**config.mk**
```make
export PLATFORM = sky130hd
export DESIGN_NAME = fir_host_driver
export DESIGN_NICKNAME = d
export VERILOG_FILES = /design/src/rtl/fir_host_driver_pkg.sv /design/src/rtl/fir_host_driver_axil_wr.sv /design/src/rtl/fir_host_driver.sv
export SDC_FILE = /design/constraint.sdc
export NUM_CORES = 1
export LEC_CHECK = 0
export CAP_MARGIN = 10
export CELL_PAD_IN_SITES_DETAIL_PLACEMENT = 2
export CELL_PAD_IN_SITES_GLOBAL_PLACEMENT = 2
export CORE_MARGIN = 2
export CORE_UTILIZATION = 33
export CTS_CLUSTER_DIAMETER = 120
export DETAILED_ROUTE_END_ITERATION = 6
export HOLD_SLACK_MARGIN = 0.1
export PLACE_DENSITY = 0.93
export SYNTH_ARGS = -nofsm -noshare
export SYNTH_HDL_FRONTEND = slang
export SYNTH_SLANG_ARGS = --single-unit
```
**constraint.sdc**
```tcl
create_clock -name axis_clk -period 10.9 [get_ports axis_clk]
set_input_delay 2.18 -clock axis_clk [delete_from_list [all_inputs] [get_ports axis_clk]]
set_output_delay 2.18 -clock axis_clk [all_outputs]
set_load 0.005 [all_outputs]
```
**src/rtl/fir_host_driver_pkg.sv**
```systemverilog
// Shared types and register map for the FIR host driver.
package fir_host_driver_pkg;

   typedef enum logic [2:0] {
      StIdle,
      StWrTap,
      StWrLen,
      StWrStart,
      StStream,
      StPoll,
      StDone
   } state_t;

   localparam int unsigned ADDR_CTRL   = 32'h00;
   localparam int unsigned ADDR_LEN    = 32'h10;
   localparam int unsigned ADDR_TAP    = 32'h40;
   localparam int unsigned AP_DONE_BIT = 1;

endpackage

```
**src/rtl/fir_host_driver_axil_wr.sv**
```systemverilog
// Single AXI-Lite write: go launches aw+w together, each valid drops on its
// own ready, and wdone pulses once after both channels have handshaken.
module axil_wr_master #(
   parameter int unsigned pADDR_WIDTH = 12,
   parameter int unsigned pDATA_WIDTH = 32
) (
   input  logic                   clk,
   input  logic                   rst_n,
   input  logic                   go,
   input  logic [pADDR_WIDTH-1:0] addr,
   input  logic [pDATA_WIDTH-1:0] data,
   output logic                   awvalid,
   input  logic                   awready,
   output logic [pADDR_WIDTH-1:0] awaddr,
   output logic                   wvalid,
   input  logic                   wready,
   output logic [pDATA_WIDTH-1:0] wdata,
   output logic                   wdone
);

   logic aw_ok;
   logic w_ok;

   // A channel counts as finished if it is already idle or handshakes now
   assign aw_ok = !awvalid || awready;
   assign w_ok  = !wvalid || wready;

   // Launch, per-channel retirement and completion pulse
   always_ff @(posedge clk or negedge rst_n) begin
      if (!rst_n) begin
         awvalid <= 1'b0;
         wvalid  <= 1'b0;
         awaddr  <= '0;
         wdata   <= '0;
         wdone   <= 1'b0;
      end else begin
         wdone <= 1'b0;
         if (go) begin
            awvalid <= 1'b1;
            wvalid  <= 1'b1;
            awaddr  <= addr;
            wdata   <= data;
         end else begin
            if (awvalid && awready) awvalid <= 1'b0;
            if (wvalid && wready)   wvalid  <= 1'b0;
            if ((awvalid || wvalid) && aw_ok && w_ok) wdone <= 1'b1;
         end
      end
   end

endmodule

```
**src/rtl/fir_host_driver.sv**
```systemverilog
// Host-side driver for an AXI-Lite/AXIS FIR core: programs taps and length,
// starts the core, streams samples while collecting results.
// Optional feature macro: FIR_HOST_POLL_EN (poll ap_done after streaming).
module fir_host_driver
   import fir_host_driver_pkg::*;
#(
   parameter int unsigned pADDR_WIDTH = 12,
   parameter int unsigned pDATA_WIDTH = 32,
   parameter int unsigned Tape_Num    = 11
) (
   input  logic                   axis_clk,
   input  logic                   axis_rst_n,
   input  logic                   start,
   input  logic [31:0]            cfg_length,
   output logic                   busy,
   output logic                   done,
   output logic                   err,
   output logic [31:0]            idx,
   input  logic [pDATA_WIDTH-1:0] tap_val,
   input  logic [pDATA_WIDTH-1:0] smp_val,
   output logic                   res_valid,
   output logic                   res_last,
   output logic [pDATA_WIDTH-1:0] res_data,
   output logic                   awvalid,
   input  logic                   awready,
   output logic [pADDR_WIDTH-1:0] awaddr,
   output logic                   wvalid,
   input  logic                   wready,
   output logic [pDATA_WIDTH-1:0] wdata,
   output logic                   arvalid,
   input  logic                   arready,
   output logic [pADDR_WIDTH-1:0] araddr,
   input  logic                   rvalid,
   output logic                   rready,
   input  logic [pDATA_WIDTH-1:0] rdata,
   output logic                   ss_tvalid,
   output logic                   ss_tlast,
   output logic [pDATA_WIDTH-1:0] ss_tdata,
   input  logic                   ss_tready,
   input  logic                   sm_tvalid,
   input  logic                   sm_tlast,
   input  logic [pDATA_WIDTH-1:0] sm_tdata,
   output logic                   sm_tready
);

   state_t                   state_q;
   logic [31:0]              len_q;
   logic [31:0]              n_q;
   logic [31:0]              m_q;
   logic                     wr_pend_q;
   logic                     wr_go;
   logic                     wr_done;
   logic [pADDR_WIDTH-1:0]   wr_addr;
   logic [pDATA_WIDTH-1:0]   wr_data;
   logic                     ss_hs;
   logic                     sm_hs;
   logic [31:0]              n_nxt;
   logic [31:0]              m_nxt;

   assign ss_hs    = ss_tvalid && ss_tready;
   assign sm_hs    = sm_tvalid && sm_tready;
   assign n_nxt    = n_q + {31'b0, ss_hs};
   assign m_nxt    = m_q + {31'b0, sm_hs};
   assign ss_tdata = ss_tvalid ? smp_val : '0;
   assign araddr   = pADDR_WIDTH'(ADDR_CTRL);

`ifndef FIR_HOST_POLL_EN
   logic unused_rd;
   assign arvalid   = 1'b0;
   assign rready    = 1'b0;
   assign unused_rd = ^{arready, rvalid, rdata};
`endif

   // Select the write to issue for the current programming state
   always_comb begin
      wr_go   = 1'b0;
      wr_addr = '0;
      wr_data = '0;
      unique case (state_q)
         StWrTap: begin
            wr_go   = !wr_pend_q;
            wr_addr = pADDR_WIDTH'(ADDR_TAP + (idx << 2));
            wr_data = tap_val;
         end
         StWrLen: begin
            wr_go   = !wr_pend_q;
            wr_addr = pADDR_WIDTH'(ADDR_LEN);
            wr_data = pDATA_WIDTH'(len_q);
         end
         StWrStart: begin
            wr_go   = !wr_pend_q;
            wr_addr = pADDR_WIDTH'(ADDR_CTRL);
            wr_data = pDATA_WIDTH'(1);
         end
         default: ;
      endcase
   end

   axil_wr_master #(
      .pADDR_WIDTH(pADDR_WIDTH),
      .pDATA_WIDTH(pDATA_WIDTH)
   ) u_wr (
      .clk    (axis_clk),
      .rst_n  (axis_rst_n),
      .go     (wr_go),
      .addr   (wr_addr),
      .data   (wr_data),
      .awvalid(awvalid),
      .awready(awready),
      .awaddr (awaddr),
      .wvalid (wvalid),
      .wready (wready),
      .wdata  (wdata),
      .wdone  (wr_done)
   );

   // Main sequencer with registered status and stream outputs
   always_ff @(posedge axis_clk or negedge axis_rst_n) begin
      if (!axis_rst_n) begin
         state_q   <= StIdle;
         len_q     <= '0;
         n_q       <= '0;
         m_q       <= '0;
         wr_pend_q <= 1'b0;
         busy      <= 1'b0;
         done      <= 1'b0;
         err       <= 1'b0;
         idx       <= '0;
         res_valid <= 1'b0;
         res_last  <= 1'b0;
         res_data  <= '0;
         ss_tvalid <= 1'b0;
         ss_tlast  <= 1'b0;
         sm_tready <= 1'b0;
`ifdef FIR_HOST_POLL_EN
         arvalid   <= 1'b0;
         rready    <= 1'b0;
`endif
      end else begin
         done      <= 1'b0;
         res_valid <= 1'b0;
         res_last  <= 1'b0;
         if (wr_go) wr_pend_q <= 1'b1;
         unique case (state_q)
            StIdle: begin
               if (start) begin
                  len_q   <= cfg_length;
                  err     <= 1'b0;
                  n_q     <= '0;
                  m_q     <= '0;
                  idx     <= '0;
                  busy    <= 1'b1;
                  state_q <= StWrTap;
               end
            end
            StWrTap: begin
               if (wr_done) begin
                  wr_pend_q <= 1'b0;
                  if (idx == 32'(Tape_Num - 1)) begin
                     idx     <= '0;
                     state_q <= StWrLen;
                  end else begin
                     idx <= idx + 32'd1;
                  end
               end
            end
            StWrLen: begin
               if (wr_done) begin
                  wr_pend_q <= 1'b0;
                  if (len_q == '0) begin
                     done    <= 1'b1;
                     state_q <= StDone;
                  end else begin
                     state_q <= StWrStart;
                  end
               end
            end
            StWrStart: begin
               if (wr_done) begin
                  wr_pend_q <= 1'b0;
                  idx       <= '0;
                  ss_tvalid <= 1'b1;
                  ss_tlast  <= (len_q == 32'd1);
                  sm_tready <= 1'b1;
                  state_q   <= StStream;
               end
            end
            StStream: begin
               n_q <= n_nxt;
               m_q <= m_nxt;
               if (ss_hs) begin
                  if (n_nxt == len_q) begin
                     ss_tvalid <= 1'b0;
                     ss_tlast  <= 1'b0;
                  end else begin
                     idx      <= n_nxt;
                     ss_tlast <= (n_nxt == len_q - 32'd1);
                  end
               end
               if (sm_hs) begin
                  res_valid <= 1'b1;
                  res_data  <= sm_tdata;
                  res_last  <= sm_tlast;
                  if (sm_tlast != (m_q == len_q - 32'd1)) err <= 1'b1;
               end
               if (n_nxt == len_q && m_nxt >= len_q) begin
                  sm_tready <= 1'b0;
`ifdef FIR_HOST_POLL_EN
                  arvalid   <= 1'b1;
                  state_q   <= StPoll;
`else
                  done      <= 1'b1;
                  state_q   <= StDone;
`endif
               end
            end
            StPoll: begin
`ifdef FIR_HOST_POLL_EN
               if (arvalid && arready) begin
                  arvalid <= 1'b0;
                  rready  <= 1'b1;
               end
               if (rready && rvalid) begin
                  rready <= 1'b0;
                  if (rdata[AP_DONE_BIT]) begin
                     done    <= 1'b1;
                     state_q <= StDone;
                  end else begin
                     arvalid <= 1'b1;
                  end
               end
`else
               state_q <= StIdle;
`endif
            end
            StDone: begin
               busy    <= 1'b0;
               state_q <= StIdle;
            end
            default: state_q <= StIdle;
         endcase
      end
   end

endmodule
```
Word level (Yosys, flattened, before mapping). Cells that the tools add are included.

Word-level logic and storage cells: 134. Output and inout port bits: 164. Bits of input ports: 170. Register bits: 219.

Mux-type cells: 54. Equal/unequal tests: 22. Reductions and logical operators: 32. Add/sub/neg operators: 5. $lt $le $gt $ge: 1.

Operators by type and width (count): $mux 32 (7); $pmux 32 s2 (2); $pmux 32 s4 (1); $eq 32x32->1 (3); $pmux 32 s3 (1); $add 32x1->32 (2); $add 32x1->32 const B (1); $eq 32x1->1 const B (1); $eq 32x4->1 const B (1); $ge 32x32->1 (1); $logic_not 32->1 (1); $sub 32x1->32 const B (1); $mux 1 (28); $pmux 12 s2 (1); $mux 3 (7); $ne 2x2->1 const B (8); $pmux 3 s5 (1); $add 7x12->12 const A (1); $pmux 1 s2 (6); $reduce_and 6->1 (2); $reduce_bool 2->1 (5); $reduce_and 2->1 (4); $reduce_and 4->1 (2); $logic_and 1x1->1 (7); 11 further kinds (20).

Longest topological paths before layout.
Depth in word-level cells: 6. Depth in mapped cells: 19. Mapped depth without buffers: 19.

Cells and area by module. Synthesis repeated with hierarchy kept, for this count alone.

Cell total of the unflattened synthesis: 1718. Area, all modules: 15315.9 um^2.

Modules (own cells, without submodules): fir_host_driver (seq. area each 4304.1 um^2, times used 1, area an instance 13452.9 um^2, cells each 1616); axil_wr_master (seq. area each 1176.1 um^2, times used 1, area an instance 1863.0 um^2, cells each 102).

Worst setup path before layout. No wires, ideal clock.

Kind: input -> register. From: input port sm_tvalid. To: register sm_tready. Required time: 10.781 ns. Buffers on the path: 0. Data arrival time: 5.709 ns. Library setup time: 0.119 ns. Stages: 17. Path slack: 5.072 ns. Cell sequence: and2_1 > ha_1 > ha_1 > nand2_1 > nor4_1 > nor2b_1 > and2_1 > nor2b_1 > nand4_1 > xnor2_1 > ha_1 > nand4_1 > nor4_1 > nand2_1 > o41ai_1 > nand3_1 > o21a_1.

Word-level cells in the longest chain between the ends: 6.

Ends and longest elaborated chain: from (decl) (RTL line fir_host_driver.sv:40) `input logic sm_tvalid,`; $logic_and 1x1->1 (RTL line fir_host_driver.sv:61) `assign sm_hs = sm_tvalid && sm_tready;`; $add 32x1->32 (RTL line fir_host_driver.sv:63) `assign m_nxt = m_q + {31'b0, sm_hs};`; $ge 32x32->1 (RTL line fir_host_driver.sv:206) `if (n_nxt == len_q && m_nxt >= len_q) begin`; $logic_and 1x1->1 (RTL line fir_host_driver.sv:206); $ne 2x2->1 (no source line); $reduce_and 3->1 (no source line); to (signal assigned) (RTL line fir_host_driver.sv:134) `sm_tready <= 1'b0;`; to (signal assigned) (RTL line fir_host_driver.sv:184) `sm_tready <= 1'b1;`; to (signal assigned) (RTL line fir_host_driver.sv:207) `sm_tready <= 1'b0;`; to (decl) (RTL line fir_host_driver.sv:43) `output logic sm_tready`.

No other way between the ends. A chain may end at the register's enable or synchronous reset.

Worst setup path in the final report. Ends and elaborated chain as after synthesis.

==> results by stage <==
Floorplanning:
- The area of the die is 0.0458 mm2.
- The horizontal extent of the die is 214 um.
- During I/O placement, the number of pins put on the boundary was 334.
- The initial utilization of the core area, before any placement, comes to 33.6%.
- The die span in y is 214 um.
- The total core area is 0.0434 mm2.
- The row count is 76.

Clocking:
- In this run the post-CTS setup repair buffer count came out at 0.
- The buffer depth of the longest clock path is 3.
- The TritonCTS clock tree is yes.
- The total of cells resized after clock tree synthesis is 0.
- The number of buffers created by CTS is 27.
- The number of hold buffers added after CTS was 0.
- The library cell used as clock root buffer is clkbuf_16.
- After clock tree synthesis, the clock-pin slew on the worst setup and hold paths is 0.06 ns.
- The tree built by TritonCTS fans out to 217 sinks.
- CTS built an H-tree with a depth of 1.
- At the later pin of the worst-skew pair, clock insertion delay measures 0.57 ns.

STA:
- The final setup TNS is 0 ns.
- The clock skew after layout is 0.0271 ns.
- The final number of hold-violating endpoints is 0.
- At the pin with the least slew margin, the transition time is 1.16 ns.
- For the finished layout, the period the worst path requires is 8.04 ns.
- In the post-route analysis, the smallest setup slack over all paths is 2.86 ns.
- The worst path uses 73.8% of the clock period.
- Setup repair after global routing left no endpoint under its margin.
- The worst slew slack as a fraction of its limit is 22.5%.
- The maximum frequency from static timing analysis is 124 MHz.
- The number of endpoints failing setup at the final stage is 0.
- The count of pins over their slew limit is 0.

Critical path:
- The highest net fanout along the worst path is 9.
- The endpoint identified for the worst register-to-register timing path is sm_tready.
- The critical register-to-register path startpoint is sm_tready.
- The data arrival at the endpoint of the critical path is 8.51 ns.
- STA classifies the critical path startpoint as an input pin.
- The data required time of the critical path is 11.36 ns.
- The critical path is of the input pin to register type.
- The worst reg-to-reg path cell count is 16.
- For flop-to-flop paths, the worst setup slack is 4.54 ns.
- The critical path capture point type is a register.

Placed design:
- The worst-case setup slack after placement is 2.60 ns.
- At the end of routability-driven placement, the weighted congestion stood at 0.905.
- The placed instances occupy a cell area of 0.0177 mm2.
- Input and output buffers added on the ports amount to 283.
- The HPWL after detailed placement is 47,700 um.

Detailed routing:
- The detail-routed net length per standard cell is 26.9 um.
- After the first detailed-routing iteration, the DRC count stood at 1,322.
- After detailed routing, the number of remaining DRC violations is 0.
- For this block, the routed nets add up to 67,000 um of wire.
- The routed via count is 14,800.
- The length of the first detailed-routing pass in iterations is 5.
- The number of nets with antenna violations after detailed routing is 0.
- In the routed layout, each cell is associated on average with a via count of 5.94.

Layout:
- The final layout contains 2,100 nets.
- The growth of design area from synthesis to finish is 28.2%.
- The area of all placed cells without fillers is 0.0187 mm2.
- 0 antenna diodes ended up in the layout.
- The fraction of layout cells with a size suffix above 1 is 6.19%.

Logic synthesis:
- The number of distinct library cells after synthesis is 72.
- Each instance of the synthesized netlist takes up on average 8.62 um2.
- Synthesis handed over a netlist of 1,689 instances.
- The number of synthesis warnings is 0.
- The synthesized design contains 0 enable-type register cells.
- The share of flip-flops with an asynchronous set or reset is 100%.
- The post-synthesis instance area is 0.0146 mm2.
- The flip-flop and latch count after synthesis is 217.
- The share of synthesized area occupied by flip-flops and latches is 37.3%.
- The top flip-flop cell by instance count after synthesis is dfrtp_1.

Global routing:
- The wire length of the first global-routing pass is 103,000 um.
- The initial antenna violation count is 0.
- The via count of the first global-routing pass is 16,300.
- After global routing the overflow that remains totals 0.
- Entering global routing, the biggest net connects 85 pins.
- Global routing consumed, over all layers together, 28.6% of the routing resources.

Power:
- The clock share of power is 24.2%.
- The share of total power in combinational logic is 43.5%.
- For this design the total switching power over the nets is 1740 uW.
- The internal power summed over all cells is 2360 uW.
- In this run switching power makes up 42.5% of total power.
- The part of the total power dissipated in sequential elements is 32.3%.
- Dividing total power by cell area gives a power density of 220 mW/mm2.
- The largest vdd supply drop is 129 uV.
- In this run the static leakage power is 0.00754 uW.

Worst hold path:
- The worst hold path terminates at u_wr.awaddr[10].
- The path class of the tightest hold or removal check is register to register.
- The startpoint of the worst hold path is u_wr.awaddr[10].
- The hold-critical path depth is 2.

Job:
- Max-cap violations in this run came to 0.

Run status:
- The run finished with clean final reports.
[cell type report]
type | count | area, um2
Fill cell | 4687 | 24700
Multi-Input combinational cell | 1285 | 8410
Sequential cell | 217 | 5430
Timing Repair Buffer | 298 | 2950
Clock buffer | 36 | 739
Tap cell | 585 | 732
Inverter | 59 | 221
Clock inverter | 11 | 196
[through the flow]
| stage | total power (uW) | hold slack (ns) | util (%) | cells |
|---|---|---|---|---|
| floorplan | 2170 | 0.452 | - | 1704 |
| global placement | 2870 | 0.474 | 40.9 | 2444 |
| detailed placement | 3030 | 0.493 | 40.9 | 2444 |
| CTS | 4090 | 0.507 | 43.1 | 2491 |
| global route | 4300 | 0.526 | 43.1 | 2491 |
| finish | 4100 | 0.496 | 43.1 | 2491 |
[cells in the final DEF, fill, tap and decap left out, drive strengths merged, types with 18 or more instances in the layout]
cell type / instances
a21o: 26
a21oi: 38
a221oi: 30
a31oi: 18
and2: 53
and3: 22
clkbuf: 36
clkdlybuf4s50: 282
dfrtp: 217
ha: 42
inv: 61
mux2: 36
nand2: 132
nand3: 57
nand4: 50
nor2: 169
nor3: 33
nor4: 44
o21ai: 174
o31ai: 26
xnor2: 128
xor2: 37
[logic make-up (layout without fill, tap and decap cells)]
logic type                 Yosys count  in the layout  share of synthesized area, %
xor gates and xnor gates           174            174                          11.3
muxes                               37             37                          2.85
other                                1             16                        0.0257
AOI/OAI and AO/OA                  391            391                          17.4
adders and majority gates           42             42                          3.61
buffers and inverters              202            404                          5.75
DFF                                217            217                          37.3
and+or+nand+nor                    625            625                          21.8
[worst max-delay path: stages]
cell	delay (ns)
clkdlybuf4s50_1	0.48
and2_1	0.18
ha_1	0.19
and2_1	0.22
nand4_1	0.30
nor3_1	0.78
nand2_1	0.29
nor2_1	0.70
nand4_1	0.29
xnor2_1	0.21
ha_1	0.34
nand4_1	0.26
nor4_1	0.56
nand2_1	0.21
o41ai_1	0.84
nand3_1	0.28
o21a_1	0.18
[per-layer routing]
metal / vias up / part of all wire (%) / GRT usage (%)
li1: 6384 / - / -
met3: 140 / 5.4 / 3.87
met4: 0 / 3.5 / 10.5
met5: - / 0 / 0
met2: 581 / 51 / 50.8
met1: 7697 / 40 / 35.3
[power groups by stage]
stage / Combinational [uW] / Sequential (uW) / Clock, uW
after floorplan: 1050 / 1120 / 0
final: 1780 / 1330 / 992
after CTS: 1770 / 1320 / 1010
after detailed placement: 1710 / 1320 / 0
after global routing: 1910 / 1350 / 1030
after global placement: 1580 / 1280 / 0
[cell usage after synthesis (11+ instances only)]
master | n | area [um2]
buf_1 | 12 | 45.0
mux2_2 | 36 | 405
a21o_1 | 26 | 195
nor4_1 | 40 | 250
dfrtp_1 | 217 | 5430
and2_1 | 53 | 332
and4_1 | 12 | 105
nand4_1 | 49 | 307
buf_4 | 16 | 120
xor2_1 | 37 | 324
inv_1 | 59 | 221
a31oi_1 | 18 | 113
xnor2_1 | 128 | 1120
a221oi_1 | 30 | 263
nand2_1 | 132 | 495
o31ai_1 | 25 | 188
buf_2 | 11 | 55.1
nor2_1 | 169 | 634
a22o_1 | 13 | 114
ha_1 | 42 | 526
o21ai_0 | 172 | 861
a21oi_1 | 38 | 190
nand3_1 | 57 | 285
nor3_1 | 30 | 150
clkbuf_1 | 100 | 375
and3_1 | 22 | 138
[registers in the layout (all words and copies together), names as in the netlist, 3 cells and up, named ones only]
signal,cells
state_q,3
idx,32
res_data,32
u_wr.awaddr,10
u_wr.wdata,32
n_q,32
len_q,32
m_q,32
[worst max-delay path by stage]
stage	cells after the start	slack [ns]	endpoint	from
2_1_floorplan	17	5.07	sm_tready	sm_tvalid
3_3_place_gp	18	2.99	sm_tready	sm_tvalid
3_5_place_dp	17	2.60	sm_tready	sm_tvalid
4_1_cts	18	3.06	sm_tready	sm_tvalid
5_1_grt	17	2.55	sm_tready	sm_tvalid
6_report	17	2.86	sm_tready	sm_tvalid
No activity file was read; power rests on OpenSTA's default activity.
